## config.mk

```make
export PLATFORM = sky130hd
export DESIGN_NAME = audio_cic_interp
export DESIGN_NICKNAME = d
export VERILOG_FILES = /design/src/rtl/audio_cic_interp.sv
export SDC_FILE = /design/constraint.sdc
export NUM_CORES = 1
export LEC_CHECK = 0
export ABC_AREA = 1
export BUFFER_PORTS_ARGS = -buffer_cell sky130_fd_sc_hd__buf_2
export CAP_MARGIN = 20
export CORE_MARGIN = 8
export CORE_UTILIZATION = 65
export CTS_CLUSTER_DIAMETER = 120
export DETAILED_ROUTE_END_ITERATION = 6
export PLACE_DENSITY = 0.91
export SETUP_SLACK_MARGIN = 0.4
export SLEW_MARGIN = 20
export SYNTH_ARGS = -nofsm -noshare
export SYNTH_HDL_FRONTEND = slang
export SYNTH_SLANG_ARGS = --single-unit
```

## constraint.sdc

```tcl
create_clock -name clk -period 12.2 [get_ports clk]
set_clock_uncertainty 0.15 [all_clocks]
set_input_delay 1.22 -clock clk [delete_from_list [all_inputs] [get_ports clk]]
set_output_delay 1.22 -clock clk [all_outputs]
set_load 0.01 [all_outputs]
```

## src/rtl/audio_cic_interp.sv

```systemverilog
// CIC interpolator: comb stages at the input sample rate, zero-stuffing, then
// integrator stages at the output rate gated by the mixer's clock enable.
module audio_cic_interp #(
    parameter int IW     = 16,
    parameter int STAGES = 3,
    parameter int RATE   = 4
) (
    input  logic                 clk,
    input  logic                 reset_n,
    input  logic                 cen,
    input  logic                 in_valid,
    output logic                 in_ready,
    input  logic signed [IW-1:0] snd_in,
    output logic                 out_valid,
    output logic signed [IW-1:0] snd_out,
    output logic                 underrun
);

    localparam int LOG2R = $clog2(RATE);
    localparam int CALCW = IW + STAGES * LOG2R;
    localparam int SHIFT = (STAGES - 1) * LOG2R;
    localparam logic [LOG2R-1:0] PHASE_LAST = LOG2R'(RATE - 1);
    localparam logic [LOG2R-1:0] PHASE_ZERO = {LOG2R{1'b0}};

    logic [LOG2R-1:0]        phase_r;
    logic signed [IW-1:0]    buf_r;
    logic                    buf_full_r;
    logic signed [IW-1:0]    last_in_r;
    logic signed [CALCW-1:0] comb_d_r [STAGES];
    logic signed [CALCW-1:0] comb_out_r;
    logic signed [CALCW-1:0] integ_r [STAGES];
    logic signed [IW-1:0]    snd_out_r;
    logic                    out_valid_r;
    logic                    underrun_r;

    logic                    update_s;
    logic                    load_s;
    logic signed [IW-1:0]    x_s;
    logic signed [CALCW-1:0] comb_in_s [STAGES];
    logic signed [CALCW-1:0] comb_res_s;
    logic signed [CALCW-1:0] integ_u_s;

    // Low-rate sample selection, comb chain and zero-stuffed integrator input.
    always_comb begin
        logic signed [CALCW-1:0] acc_v;
        update_s = cen && (phase_r == PHASE_ZERO);
        load_s   = in_valid && !buf_full_r;
        if (buf_full_r) begin
            x_s = buf_r;
        end else begin
            x_s = last_in_r;
        end
        if (phase_r == PHASE_ZERO) begin
            integ_u_s = comb_out_r;
        end else begin
            integ_u_s = {CALCW{1'b0}};
        end
        acc_v = {{(CALCW - IW){x_s[IW-1]}}, x_s};
        for (int k = 0; k < STAGES; k++) begin
            comb_in_s[k] = acc_v;
            acc_v        = acc_v - comb_d_r[k];
        end
        comb_res_s = acc_v;
    end

    // Phase counter, one-entry input buffer, held sample and sticky underrun.
    always_ff @(posedge clk or negedge reset_n) begin
        if (!reset_n) begin
            phase_r    <= PHASE_ZERO;
            buf_r      <= {IW{1'b0}};
            buf_full_r <= 1'b0;
            last_in_r  <= {IW{1'b0}};
            underrun_r <= 1'b0;
        end else begin
            if (cen) begin
                phase_r <= (phase_r == PHASE_LAST) ? PHASE_ZERO : phase_r + {{(LOG2R-1){1'b0}}, 1'b1};
            end
            // An empty buffer at the update lets a new sample land on the same edge.
            if (load_s) begin
                buf_r      <= snd_in;
                buf_full_r <= 1'b1;
            end else if (update_s) begin
                buf_full_r <= 1'b0;
            end
            if (update_s) begin
                last_in_r <= x_s;
                if (!buf_full_r) begin
                    underrun_r <= 1'b1;
                end
            end
        end
    end

    // Comb delays (input rate) and integrators (output rate), modular CALCW arithmetic.
    always_ff @(posedge clk or negedge reset_n) begin
        if (!reset_n) begin
            for (int k = 0; k < STAGES; k++) begin
                comb_d_r[k] <= {CALCW{1'b0}};
                integ_r[k]  <= {CALCW{1'b0}};
            end
            comb_out_r <= {CALCW{1'b0}};
        end else begin
            if (update_s) begin
                for (int k = 0; k < STAGES; k++) begin
                    comb_d_r[k] <= comb_in_s[k];
                end
                comb_out_r <= comb_res_s;
            end
            if (cen) begin
                integ_r[0] <= integ_r[0] + integ_u_s;
                for (int k = 1; k < STAGES; k++) begin
                    integ_r[k] <= integ_r[k] + integ_r[k-1];
                end
            end
        end
    end

    // Output scaling drops RATE^(STAGES-1) of gain; the slice is the arithmetic shift.
    always_ff @(posedge clk or negedge reset_n) begin
        if (!reset_n) begin
            snd_out_r   <= {IW{1'b0}};
            out_valid_r <= 1'b0;
        end else begin
            out_valid_r <= cen;
            if (cen) begin
                snd_out_r <= integ_r[STAGES-1][SHIFT +: IW];
            end
        end
    end

    assign in_ready  = ~buf_full_r;
    assign out_valid = out_valid_r;
    assign snd_out   = snd_out_r;
    assign underrun  = underrun_r;

endmodule

```

# Word level (Yosys, flattened, before mapping)
# Index checks and enable logic that the tools add are counted.
# W data, S select, Z words.
dict set report word_totals {
  regBits 196
  input_bits 20
  output_inout_bits 19
  word_cells 34
}
dict set report classes {
  add_sub_neg 7
  eq_ne 1
  mux 5
  bitwise_logic 1
  reduce_logical 6
}
# cell n
set op_table {}
lappend op_table {{$add A22 B22 Y22} 3}
lappend op_table {{$mux W22} 1}
lappend op_table {{$sub A22 B22 Y22} 1}
lappend op_table {{$sub A17 B17 Y18} 1}
lappend op_table {{$sub A16 B16 Y17} 1}
lappend op_table {{$mux W16} 1}
lappend op_table {{$add A2 B1 Y2 const B} 1}
lappend op_table {{$eq A2 B2 Y1 const B} 1}
lappend op_table {{$logic_and A1 B1 Y1} 2}
lappend op_table {{$logic_not A2 Y1} 1}
lappend op_table {{$mux W1} 2}
lappend op_table {{$mux W2} 1}
lappend op_table {{$reduce_and A2 Y1} 1}
lappend op_table {{$reduce_bool A2 Y1} 1}
lappend op_table {{$logic_not A1 Y1} 1}
lappend op_table {{$not A1 Y1} 1}

# Longest topological paths before layout
# Gate-level depths: netlist of the first run.
dict set report logic_depth {
  word_depth 4
  depth_mapped 32
  ltp_nobuf 31
}

# Worst setup path before layout of the first run
# Ideal clock, no wire load.
dict set report synth_timing {
  path_type {reg2reg}
  from {register buf_full_r}
  to {register comb_out_r[15]}
  setup_time_ns 0.117
  t_arrival_ns 4.154
  t_required_ns 11.933
  slack_ns 7.778
  path_stages_with_launch 28
  path_buffers 1
  synth_period_minus_slack_ns 4.422
  path_cell_list {dfrtp_1 buf_2 mux2i_1 ha_1 inv_1 fa_1 nand3_1 nand2_1 nand3_1 nand2_1 or2_1 and2_1 ha_1 nand2_2 inv_2 a21oi_2 nand3_2 or2_1 and2_1 ha_1 nand2_1 inv_1 a21oi_2 nor2_1 nor2_1 nand3b_1 nand3_1 nand2_1}
}
# element line
set synth_rtl {}
lappend synth_rtl {{start: declaration} 27} ;# logic buf_full_r;
lappend synth_rtl {{start signal: assignment} 71} ;# buf_full_r <= 1'b0;
lappend synth_rtl {{start signal: assignment} 81} ;# buf_full_r <= 1'b1;
lappend synth_rtl {{start signal: assignment} 83} ;# buf_full_r <= 1'b0;
lappend synth_rtl {{end signal: assignment} 101} ;# comb_out_r <= {CALCW{1'b0}};
lappend synth_rtl {{end signal: assignment} 107} ;# comb_out_r <= comb_res_s;
lappend synth_rtl {{end: declaration} 30} ;# logic signed [CALCW-1:0] comb_out_r;

==> impl_metrics.ini, run 1 <==
[placement]
place_ws_ps = 6930
hpwl_mm = 23.1
numPortBuffers = 38
place_congestion = 0.955

[clocking]
cts_max_level = 4
cts_made_buffers = 17
clk_latency_ps = 450
postCtsHoldBufs = 0
clockBufferDepth = 2
root_buffer = clkbuf_16
post_cts_buffers = 0
cts_resized = 0
cts_num_sinks = 168
clkTransAtPathRegs_ps = 80
cts_tree = built

[floorplan]
core_um2 = 20000
io_pins = 39
core.rowCount = 52
fp.dieW_um = 158
die_h_um = 158
initial_core_util_pct = 65.6
die_area_um2 = 24900

[grt]
antenna_found_initial = 0
grt_max_degree = 106
grt_usage_pct = 26.6
grt_pass1_wl_mm = 54.5
grt_pass1_vias = 12265
grt_overflow = 0

[worst_hold_path]
hold_start = snd_out[11]
hold_class = reg2reg
holdPathStages = 2

[critical_path]
crit_type = reg2reg
endpoint_kind = flop
crit_path_frequent_cell = nand3_1
cp-start-kind = flop
slowest_delay_ps = 980
required_ps = 12390
cp_max_fo = 33
reg2reg_depth = 25
rr_startpoint = buf_full_r
critical_path_arrival_ps = 5690
crit_start = buf_full_r
slowest_stage = dfrtp_1

[sta]
tns_ps = 0
fin_crit_sh_pct = 45.1
setup_viol = 0
max_freq_mhz = 182
hold_viol = 0
worst_pin_slew_ps = 994
finalMaxSlewViolations = 0
post-route-min-period_ps = 5510
worst_slew_margin_rel_pct = 33.7
rsz0062_at_grt = false
worst_slack_ps = 6690

[synth]
synthFlopType = dfrtp_1
avgSynthCellArea_um2 = 6.80
synth_top_area_cell = dfrtp_1
netlist_area_um2 = 13100
syn_inst = 1925
synth-edff-count = 0
yosys_warnings = 0
synth.top_cells.by_area = dfrtp_1 32%, nand2_1 21%, ha_1 11%, inv_1 7.0%, nand3_1 5.1%
ys_ff_latch = 168
syn_nets = 2061
synth_top_area_share_pct = 32.1
async_flop_share_pct = 100
ys_types = 35
synth.most_common_cell = nand2_1
synth.top_cells.by_count = 732 x nand2_1, 244 x inv_1, 168 x dfrtp_1, 134 x nand3_1, 110 x ha_1
synth-seq-area-share_pct = 32.1

[layout]
drive_above_1_share_pct = 6.83
fillers = 1591
num-nets-final = 2084
area_delta_synth_final_pct = 7.69
antennaDiodeCount = 0
multi_input_area_um2 = 7780
register_area_um2 = 4200

[routing]
drc = 0
drtAntennaViolNets = 0
first_pass_iters = 5
dr_total_vias = 12357
drt-initial-drc-count = 878
vias_per_cell = 5.54
routed_wl_mm = 31.9
avgRoutedWirePerCell_um = 14.3

[outcome]
outcome = completed

[job]
max-cap-violations = 0
[cell usage in the layout, fill, tap and decap left out, types with 17 or more instances in the layout]
cell type,Yosys,final
o21ai_0,100,100
nand2_1,732,732
buf_2,19,37
clkbuf_16,0,17
nand3_1,134,134
nand3b_1,27,27
ha_1,110,110
inv_1,244,244
nor2_1,102,102
dfrtp_1,168,168
and2_1,30,30
xnor2_1,29,29
a21oi_1,85,85
[layout make-up]
cell class                      instances  area share, %
Timing Repair Buffer                   43           1.66
Multi-Input combinational cell       1471           55.2
Clock inverter                         15           1.38
Sequential cell                       168           29.8
Tap cell                              270           2.40
Inverter                              247           6.57
Clock buffer                           17           3.02
[metal layers]
| metal | up-vias | wire length (um) | GRT usage (%) | share of wire (%) |
|---|---|---|---|---|
| li1 | 6159 | - | - | - |
| met1 | 5719 | 13100 | 29.8 | 41 |
| met2 | 366 | 16100 | 48.5 | 50 |
| met3 | 113 | 1320 | 3.47 | 4.1 |
| met4 | 0 | 1430 | 14.2 | 4.5 |
| met5 | - | 0 | 0 | 0 |
[worst paths after layout]
path | slack, ps | to
worst max-delay path | 6690 | comb_out_r[19]
worst min-delay path | 320 | snd_out[11]
worst max register to register | 6690 | comb_out_r[19]
worst min register to register | 320 | snd_out[11]
max in group asynchronous | 9640 | comb_d_r[8]
min in group asynchronous | 720 | snd_out[7]
[registers in the layout, indices dropped and copies added (netlist names)]
signal and cells:
integ_r 60, comb_d_r 51, comb_out_r 20, buf_r 16, snd_out 16, phase_r 2
buf_full_r 1, out_valid 1, underrun 1
[logic make-up after synthesis]
logic type | after synthesis | share of synthesized area [%]
compound gates | 217 | 8.72
xor+xnor | 45 | 3.07
fa+ha+maj | 116 | 11.4
buf+inv | 286 | 8.49
flops | 168 | 32.1
mux | 17 | 1.45
simple gates | 1076 | 34.7
[worst max-delay path, delay by kind of cell, from the launching register on]
family                     cells  cell delay (ps)
and+or+nand+nor               16             1830
buffers and inverters          1               70
adders and majority gates      4             1390
AOI/OAI and AO/OA              3              590
DFF                            1              980
muxes                          1              370
[stage by stage]
stage	hold slack [ps]	instances	area [um^2]	utilization, %
4_1_cts	322	2231	14100	70.6
3_3_place_gp	298	2199	13500	67.5
6_report	318	2231	14100	70.6
3_5_place_dp	304	2199	13500	67.5
5_1_grt	340	2231	14100	70.6
2_1_floorplan	298	1925	13100	-
Power of run 1 is left out: the tool's default activity adds up to more than one toggle a clock period on the data nets, which glitch-free logic cannot reach.
==> run 2: changes to the inputs <==
Settings changed: ABC_AREA 1 to 0, CORE_UTILIZATION 65 to 58, PLACE_DENSITY 0.91 to 0.86.
Clock period 12.2 ns to 4.9 ns, I/O delays scaled along.
==> impl_metrics.ini, run 2 <==
[critical_path]
critical_path.top_delay_family = compound AO/OA/AOI/OAI gates
reg2reg_depth = 24
reg2reg_slack_ps = -430
crit_chain = mux2i_1, ha_2, inv_2, fa_2, a21o_1, a21oi_2, nand2b_4, a21oi_2, a21oi_2, ha_4, and2_4, or2_1, a21o_1, a21o_1, a21oi_2, xnor2_2, ha_1, a21o_1, a21oi_2, nor2_2, o41ai_2, o21ai_1, and4_1, or3_1
cp-start-kind = flop
cp_num_buf_inv = 1
slowest_delay_ps = 370
endpoint_kind = flop
critical_path_arrival_ps = 5500
timing.rr.end = comb_out_r[16]
required_ps = 5060
crit_path_frequent_cell = a21oi_2
cp_max_fo = 3
rr_startpoint = buf_full_r
slowest_stage = dfrtp_1
crit_type = reg2reg

[synth]
synthFlopType = dfrtp_1
synth_top_area_cell = dfrtp_1
synth-edff-count = 0
ys_types = 77
ys_ff_latch = 168
synth-seq-area-share_pct = 34.8
synth_top_area_share_pct = 34.8
async_flop_share_pct = 100
avgSynthCellArea_um2 = 9.17
syn_nets = 1454
netlist_area_um2 = 12100
syn_inst = 1318
synth.top_cells.by_count = 168 x dfrtp_1, 137 x nand2_1, 110 x ha_1, 110 x o21ai_0, 88 x mux2_2
synth.most_common_cell = dfrtp_1
yosys_warnings = 0
synth.top_cells.by_area = dfrtp_1 35%, ha_1 11%, mux2_2 8.2%, o21ai_0 4.6%, nand2_1 4.3%

[layout]
antennaDiodeCount = 0
num-nets-final = 1558
largest_register = integ_r
drive_above_1_share_pct = 23.2
reg_top3 = integ_r x60, comb_d_r x51, comb_out_r x20
final_common_cell = dfrtp_1
final_cell_mix = 168 x dfrtp_1, 136 x nand2_1, 99 x ha_1, 92 x o21ai_0, 88 x mux2_2
fin_area_um2 = 14100
largest_register_ffs = 60
area_delta_synth_final_pct = 16.8
post-route-util_pct = 68.0

[sta]
post-route-min-period_ps = 5330
worst_pin_slew_ps = 1010
worst_slew_margin_rel_pct = 32.6
worst_slack_ps = -435
fin_crit_sh_pct = 109
hold_viol = 8
setup_viol = 8
fin_hold_ws_ps = -8.80
max_freq_mhz = 187
rsz0062_at_grt = true
finalMaxSlewViolations = 0

[grt]
grt_overflow = 0
grt_pass1_vias = 10147
grt_max_degree = 94
antenna_found_initial = 0
grt_usage_pct = 20.7
grt_pass1_wl_mm = 45.5

[job]
max-cap-violations = 0

[placement]
numPortBuffers = 38
place_ws_ps = -351
postPlaceCellArea_um2 = 13000
place_congestion = 0.916
hpwl_mm = 19.4

[floorplan]
io_pins = 39
die_h_um = 160
core.rowCount = 53
fp.dieW_um = 160
core_um2 = 20800
initial_core_util_pct = 58.2
die_area_um2 = 25700

[routing]
drc = 0
avgRoutedWirePerCell_um = 16.7
drt-initial-drc-count = 735
vias_per_cell = 6.00
routed_wl_mm = 28.6
first_pass_iters = 6
drtAntennaViolNets = 0
dr_total_vias = 10265

[clocking]
cts_made_buffers = 17
root_buffer = clkbuf_16
cts_max_level = 4
clkTransAtPathRegs_ps = 70
clk_latency_ps = 440
cts_num_sinks = 168
cts_tree = built
clockBufferDepth = 2

[outcome]
violations = negative hold slack, negative setup slack
outcome = finished, violations left

[worst_hold_path]
hold_class = in2async
## run 2: changes by cell type after synthesis, moves of 14 or more
cell / delta
xnor2_1: +18
clkbuf_1: +22
and3_1: +17
nor2_1: -44
buf_2: -14
mux2_2: +72
nand3_1: -108
inv_1: -158
nand2_1: -595
a21o_1: +48
a211oi_1: +15
nand3b_1: -25
nor2b_1: +16
o21a_1: +15
## run 2: per-stage QoR
stage          std cells  TNS (ps)
2_1_floorplan       1318      -231
4_1_cts             1695      -799
6_report            1710     -2120
5_1_grt             1710     -4120
3_5_place_dp        1653     -1190
3_3_place_gp        1653      -243
## run 2: cell type report
| type | instances | area (um^2) |
|---|---|---|
| clock buffer | 17 | 425 |
| clock inverter | 15 | 174 |
| fill | 1467 | 6640 |
| inverter | 87 | 327 |
| multi-input combinational | 1018 | 7700 |
| sequential | 168 | 4200 |
| tap | 275 | 344 |
| timing repair buffer | 130 | 936 |
## run 2: how the worst max path moves through the flow
stage / start / end / slack [ps] / cells after the start
2_1_floorplan: buf_full_r / comb_out_r[16] / -220 / 26
3_3_place_gp: buf_full_r / comb_out_r[16] / -150 / 24
3_5_place_dp: buf_full_r / comb_out_r[16] / -350 / 24
4_1_cts: buf_full_r / comb_out_r[16] / -280 / 25
5_1_grt: buf_full_r / comb_out_r[16] / -620 / 24
6_report: buf_full_r / comb_out_r[16] / -430 / 24
## run 2: logic make-up after synthesis
family	count (synthesis)	synth area share (%)
flops	168	34.8
fa+ha+maj	116	12.4
compound gates	374	19.9
simple gates	357	14.4
xor+xnor	75	5.44
mux	96	8.91
buf+inv	132	4.28
## run 2: worst reg2reg max path: stages, from the launching register on
cell and delay (ps):
dfrtp_1 370, mux2i_1 240, ha_2 230, inv_2 40, fa_2 330, a21o_1 180, a21oi_2 160, nand2b_4 150
a21oi_2 70, a21oi_2 210, ha_4 240, and2_4 140, or2_1 220, a21o_1 190, a21o_1 190, a21oi_2 190
xnor2_2 110, ha_1 360, a21o_1 220, a21oi_2 200, nor2_2 80, o41ai_2 280, o21ai_1 150, and4_1 180
or3_1 330
## run 2: layer usage
metal | share of wire [%] | global-route usage [%] | up-vias
li1 | - | - | 4943
met1 | 40 | 23.4 | 4911
met2 | 52 | 38.1 | 313
met3 | 3.7 | 3.46 | 98
met4 | 4.2 | 8.62 | 0
met5 | 0 | 0 | -
## run 2: what timing repair did
| item | CTS | global route |
|---|---|---|
| setup buffers | 10 | 15 |
| hold buffers | 0 | 0 |
| pin swaps | 20 | 39 |
| gates resized for setup | 24 | 59 |
| setup endpoints to repair | 13 | 13 |
Power of run 2 is left out for the same reason.
